### src/rtl/mem_arb_pkg.sv
// Shared constants for the two-port read arbiter.
// State encodings and port indices used by mem_arbiter.
package mem_arb_pkg;

  localparam logic [1:0] S_IDLE  = 2'd0;
  localparam logic [1:0] S_ISSUE = 2'd1;
  localparam logic [1:0] S_RESP  = 2'd2;

  localparam logic PORT0 = 1'b0;
  localparam logic PORT1 = 1'b1;

endpackage

### src/rtl/rr_pick2.sv
// Two-way winner pick: round-robin or port-0 priority.
// Purely combinational; ties resolved by last_grant or fixed_prio.
module rr_pick2
  import mem_arb_pkg::*;
(
  input  logic [1:0] req,
  input  logic       last_grant,
  input  logic       fixed_prio,
  output logic       winner,
  output logic       any
);

  // Tie goes to port 0 under priority, else away from last winner.
  always_comb begin
    any    = |req;
    winner = PORT0;
    if (req == 2'b11)
      winner = fixed_prio ? PORT0 : ~last_grant;
    else if (req[1])
      winner = PORT1;
  end

endmodule

### src/rtl/mem_arbiter.sv
// Two-port read arbiter in front of a single-port memory.
// IDLE -> ISSUE -> RESP, with direct RESP -> ISSUE handoff.
module mem_arbiter
  import mem_arb_pkg::*;
#(
  parameter int ADDR_W     = 32,
  parameter int DATA_W     = 32,
  parameter int FIXED_PRIO = 0
) (
  input  logic              clk,
  input  logic              reset,
  input  logic              p0_req,
  input  logic [ADDR_W-1:0] p0_addr,
  output logic              p0_rvalid,
  input  logic              p1_req,
  input  logic [ADDR_W-1:0] p1_addr,
  output logic              p1_rvalid,
  output logic [DATA_W-1:0] rdata,
  output logic [ADDR_W-1:0] mem_addr,
  output logic              mem_rstrb,
  input  logic [DATA_W-1:0] mem_rdata,
  output logic              busy
);

  logic [1:0]        state_q, state_d;
  logic              grant_q, grant_d;
  logic              last_q, last_d;
  logic [ADDR_W-1:0] addr_q, addr_d;
  logic              rstrb_q, rstrb_d;
  logic [1:0]        elig;
  logic              win, any;

  // Requests that may win this edge; the served port is consumed.
  always_comb begin
    elig = 2'b00;
    if (state_q == S_IDLE)
      elig = {p1_req, p0_req};
    else if (state_q == S_RESP)
      elig = grant_q ? {1'b0, p0_req} : {p1_req, 1'b0};
  end

  rr_pick2 u_pick (
    .req        (elig),
    .last_grant (last_q),
    .fixed_prio (FIXED_PRIO != 0),
    .winner     (win),
    .any        (any)
  );

  // Next-state: grant from IDLE or RESP, strobe only on grant.
  always_comb begin
    state_d = state_q;
    grant_d = grant_q;
    last_d  = last_q;
    addr_d  = addr_q;
    rstrb_d = 1'b0;
    case (state_q)
      S_IDLE, S_RESP: begin
        state_d = S_IDLE;
        if (any) begin
          state_d = S_ISSUE;
          grant_d = win;
          last_d  = win;
          addr_d  = win ? p1_addr : p0_addr;
          rstrb_d = 1'b1;
        end
      end
      S_ISSUE: state_d = S_RESP;
      default: state_d = S_IDLE;
    endcase
  end

  // State and memory-side registers; reset aborts any access.
  always_ff @(posedge clk or posedge reset) begin
    if (reset) begin
      state_q <= S_IDLE;
      grant_q <= PORT0;
      last_q  <= PORT1;
      addr_q  <= '0;
      rstrb_q <= 1'b0;
    end else begin
      state_q <= state_d;
      grant_q <= grant_d;
      last_q  <= last_d;
      addr_q  <= addr_d;
      rstrb_q <= rstrb_d;
    end
  end

  assign mem_addr  = addr_q;
  assign mem_rstrb = rstrb_q;
  assign busy      = (state_q != S_IDLE);
  assign p0_rvalid = (state_q == S_RESP) && (grant_q == PORT0);
  assign p1_rvalid = (state_q == S_RESP) && (grant_q == PORT1);
  assign rdata     = mem_rdata;

endmodule

### config.mk
export PLATFORM = sky130hd
export DESIGN_NAME = mem_arbiter
export DESIGN_NICKNAME = d
export VERILOG_FILES = /design/src/rtl/mem_arb_pkg.sv /design/src/rtl/rr_pick2.sv /design/src/rtl/mem_arbiter.sv
export SDC_FILE = /design/constraint.sdc
export NUM_CORES = 1
export LEC_CHECK = 0
export CAP_MARGIN = 0
export CORE_MARGIN = 3
export CORE_UTILIZATION = 30
export DETAILED_ROUTE_END_ITERATION = 6
export DONT_BUFFER_PORTS = 1
export PLACE_DENSITY = 0.45
export SYNTH_ARGS = -nofsm -noshare
export SYNTH_HDL_FRONTEND = slang
export SYNTH_HIERARCHICAL = 1
export SYNTH_SLANG_ARGS = --single-unit
### constraint.sdc
create_clock -name clk -period 5.4 [get_ports clk]
set_input_delay 0.27 -clock clk [delete_from_list [all_inputs] [get_ports clk]]
set_output_delay 0.27 -clock clk [all_outputs]
set_load 0.005 [all_outputs]
Word level (Yosys, flattened, before mapping)
Cells that the tools add are included.

cells by class
  equal/unequal tests = 3
  mux-type cells = 10
  bitwise operators = 2
  reduce and logical (&&, ||, !) cells = 7

operators with widths
  cell                                                 count
  2-to-1 mux 32 bit                                    1
  2-to-1 mux 2 bit                                     3
  2-to-1 mux 1 bit                                     5
  equality test 2 bit, second input constant           2
  case mux 2 bit (2 select lines)                      1
  OR reduction 2 bit                                   2
  equality test 2 x 1 -> 1 bit, second input constant  1
  logical AND 1 bit                                    2
  zero test 2 bit                                      1
  NOT 1 bit                                            2
  AND reduction 2 bit                                  1
  nonzero test 2 bit                                   1

word-level totals
  register bits after elaboration = 37
  input bits = 100
  output and inout bits = 68

Longest topological paths before layout
  word-level depth = 6
  mapped depth = 8
  gate-level depth less buffers = 6

Modules after synthesis
The synthesis kept the hierarchy.

by module, submodules not included
  module       instances  cells an instance  area an instance (µm²)
  mem_arbiter  1          153                2,258.4
  rr_pick2     1          3                  17.5

Worst setup path after synthesis
OpenSTA, ideal clock, no wires.

  path type = register to register
  from = register state_q[1]
  to = register addr_q[8], in the netlist mem_addr[8]
  arrival time = 1.747 ns
  setup slack = 3.528 ns
  stages on the path, launching flop included = 9
  buffers on the path = 2
  period minus slack after synthesis = 1.872 ns
  cell sequence = dfrtp_1 -> nor2b_1 -> nor3b_1 -> o21ai_1 -> and2_1 -> buf_6 -> buf_8 -> mux2_4 -> mux2_4

between the ends
  longest elaborated chain between the ends = 6

RTL lines
  what                      RTL line           text
  start: declaration        mem_arbiter.sv:25  logic [1:0] state_q, state_d;
  start signal: assignment  mem_arbiter.sv:82  state_q <= state_d;
  equality test 2 bit       mem_arbiter.sv:38  else if (state_q == S_RESP)
  2-to-1 mux 2 bit          mem_arbiter.sv:38
  2-to-1 mux 2 bit *        mem_arbiter.sv:36  if (state_q == S_IDLE)
  named net elig[0]         mem_arbiter.sv:30  logic [1:0] elig;
  equality test 2 bit *     rr_pick2.sv:17     if (req == 2'b11)
  2-to-1 mux 1 bit *        rr_pick2.sv:17
  named net win             mem_arbiter.sv:31  logic win, any;
  2-to-1 mux 32 bit *       mem_arbiter.sv:64  addr_d = win ? p1_addr : p0_addr;
  end signal: assignment    mem_arbiter.sv:85  addr_q <= addr_d;
  end: declaration          mem_arbiter.sv:28  logic [ADDR_W-1:0] addr_q, addr_d;

Mark *: on every way through the listed nets, which the timed path passes. The rest lies on a longest branch.
A chain may end at the register's enable or synchronous reset.

Final worst setup path
  from = register state_q[0]
  to = register addr_q[29], in the netlist mem_addr[29]

between the ends
  longest elaborated chain between the ends = 6

RTL lines
  what                                                     RTL line
  equality test 2 bit                                      mem_arbiter.sv:38
  2-to-1 mux 2 bit                                         mem_arbiter.sv:38
  2-to-1 mux 2 bit *                                       mem_arbiter.sv:36
  named net elig[1]                                        mem_arbiter.sv:30
  equality test 2 bit or 2-to-1 mux 1 bit (tied branches)  rr_pick2.sv:17, rr_pick2.sv:19
  2-to-1 mux 1 bit *                                       rr_pick2.sv:17
  named net win                                            mem_arbiter.sv:31
  2-to-1 mux 32 bit *                                      mem_arbiter.sv:64

Marks and branches as above.

==> impl_metrics.py <==
metrics = {
    "route": {
        "vias": 1049,
        "routed_wl_um": 4290,
        "drtIter0Drc": 8,
        "drc": 0,
        "vias_per_cell": 4.66,
        "dr.pass1.iters": 2,
        "ant_nets": 0,
        "routedWlPerCell_um": 19.1,
    },
    "logic_synthesis": {
        "yosys.cell_types.count": 18,
        "syn_area_um2": 2280,
        "synth_area_leaders": "dfrtp_1 (38%), mux2_4 (38%), buf_4 (11%), mux2_2 (4.5%), buf_6 (2.5%)",
        "avgSynthCellArea_um2": 14.6,
        "synth_top_area_cell": "dfrtp_1",
        "syn_nets": 256,
        "ys_warn_count": 6,
        "synth_seq_area_share_pct": 39.6,
        "synth_top_area_share_pct": 38.5,
        "syn_inst": 156,
        "ys_seq_elements": 36,
    },
    "critical_path": {
        "endpoint_kind": "register",
        "start_kind": "register",
        "worst_ep_required_time_ns": 5.57,
        "r2r_slack_ns": 2.89,
        "worstPathArrival_ns": 2.68,
        "path_class": "reg2reg",
        "crit_start": "state_q[0]$_DFF_PP0_",
        "r2r-start": "state_q[0]$_DFF_PP0_",
        "path_max_fanout": 34,
        "r2r_cells": 4,
        "rr_endpoint": "mem_addr[29]$_DFFE_PP0P_",
    },
    "power": {
        "max-vdd-ir-drop_mv": 0.248,
        "leakagePower_nw": 0.996,
        "p_per_area_nw_per_um2": 603,
    },
    "floorplanning": {
        "design.die.area_um2": 8670,
        "core_area_um2": 7290,
        "dieHeight_um": 93.1,
        "initial_utilization_pct": 31.2,
        "io_pins": 168,
        "fp-row-count": 31,
        "dieWidth_um": 93.1,
    },
    "timing": {
        "slew_headroom_pct": 27.3,
        "tightestPinTransition_ns": 1.09,
        "skew_ns": 0.00498,
        "hold-worst-slack_ns": -0.00738,
        "timing.final.crit_share_pct": 46.5,
        "period_minus_slack_ns": 2.51,
        "setup_violations": 0,
        "report.final.slew_viol_count": 0,
        "finalSetupTns_ns": 0,
        "finalHoldViolCount": 35,
        "max_freq_mhz": 398,
        "rsz0062_at_grt": "no",
    },
    "placed_design": {
        "globalplace.congestion": 0.649,
        "hpwlAfterDp_um": 3060,
        "portBuffers": 0,
    },
    "cts": {
        "cts.sinks": 36,
        "cts_tree": "built",
        "cts_hold_buf": 0,
        "worstSkewPairLatency_ns": 0.28,
        "clock_path_buffers": 2,
        "cts_setup_buffers": 0,
        "cts_resized": 0,
        "cts_root_buf": "clkbuf_8",
        "numCtsBuffers": 5,
        "htree_levels": 2,
        "clkTransAtPathRegs_ns": 0.07,
    },
    "final_layout": {
        "drive_above_1_share_pct": 61.9,
        "multi_input_area_um2": 1040,
        "final-seq-area_um2": 902,
        "nFillCells": 756,
        "area_delta_synth_final_pct": -4.12,
        "num-nets-final": 225,
        "antenna_cells": 0,
        "final_core_util_pct": 29.9,
    },
    "flow_run": {
        "maxCapViolCount": 0,
    },
    "grt": {
        "grt_max_degree": 37,
        "grt_first_pass_wirelength_um": 6570,
        "grt_pass1_vias": 1208,
        "grt_overflow": 0,
        "antenna_found_initial": 0,
        "grt.total_usage_pct": 9.67,
    },
    "status": {
        "status": "finished with violations",
        "violations": "hold timing",
    },
    "worst_hold_path": {
        "min_path_type": "in2async",
    },
}
## synthesized netlist by cell type
cell type and instances:
buf_6 5, or2_1 1, buf_8 2, or2_2 1, mux2_4 57, nor2b_1 3
buf_4 32, o21ai_1 1, mux2_2 9, inv_1 2, and3b_1 1, dfrtp_1 35
a211oi_1 1, dfstp_2 1, nor3b_1 2, and2_1 1, conb_1 1, buf_2 1
## kinds of logic after synthesis
family,count (synthesis),synth area share (%)
other cells,1,0.165
buf+inv,42,14.9
compound gates,2,0.550
flops,36,39.6
simple gates,9,2.69
mux,66,42.1
## layout by cell type, fill, tap and decap left out
cell       n
or2_1      1
nor3b_1    2
nor2b_1    2
and3b_1    1
buf_4      2
nor2b_4    1
and2_2     1
inv_1      2
conb_1     1
dfrtp_1   35
o21ai_1    1
mux2_2     9
or2_2      1
a211oi_1   1
mux2_4    57
clkbuf_1   2
clkbuf_8   6
dfstp_2    1
## layer usage
metal	global-route usage (%)	vias up	part of all wire, %
met3	5.23	12	15
met2	14.7	89	46
met1	11.3	511	38
met5	0	-	0
met4	4.15	0	1.4
li1	-	437	-
## through the flow
step	hold slack (ns)	area (um2)	total power [mW]	setup WS, ns	cells
finish	-0.00738	2180	1.32	2.89	225
global route	0.0353	2180	1.41	2.75	225
CTS	0.00245	2180	1.35	2.83	225
detailed placement	0.311	2090	1.14	2.84	217
global placement	0.304	2090	1.12	3.04	217
floorplan	0.436	2280	1.09	3.53	156
## power breakdown
part           total (mW)  switching (mW)  internal, mW  leakage, nW
logic               0.581           0.196         0.385        0.528
registers           0.539           0.126         0.414        0.423
clock network       0.195          0.0906         0.104       0.0455
## final cells by class
class / instances / share of cell area (%)
multi-input cells: 78 / 47.8
flip-flops and latches: 36 / 41.3
well taps: 99 / 5.68
clock buffers: 8 / 4.13
repair buffers: 2 / 0.688
inverters: 2 / 0.344
## sequential cells by signal, indices dropped and copies added (netlist names)
register,flops
state_q,2
last_q,1
grant_q,1
mem_addr,32
## worst max path at each step
stage          slack (ns)                       end
6_report             2.89  mem_addr[29]$_DFFE_PP0P_
2_1_floorplan        3.53   mem_addr[8]$_DFFE_PP0P_
5_1_grt              2.75  mem_addr[27]$_DFFE_PP0P_
3_5_place_dp         2.84  mem_addr[29]$_DFFE_PP0P_
3_3_place_gp         3.04   mem_addr[4]$_DFFE_PP0P_
4_1_cts              2.83  mem_addr[29]$_DFFE_PP0P_
## critical path, cell delays in order, from the launching register on
cell      delay (ns)
dfrtp_1         0.48
a211oi_1        0.29
and2_2          0.94
mux2_2          0.42
mux2_2          0.26
(Power assumes the default switching activity.)
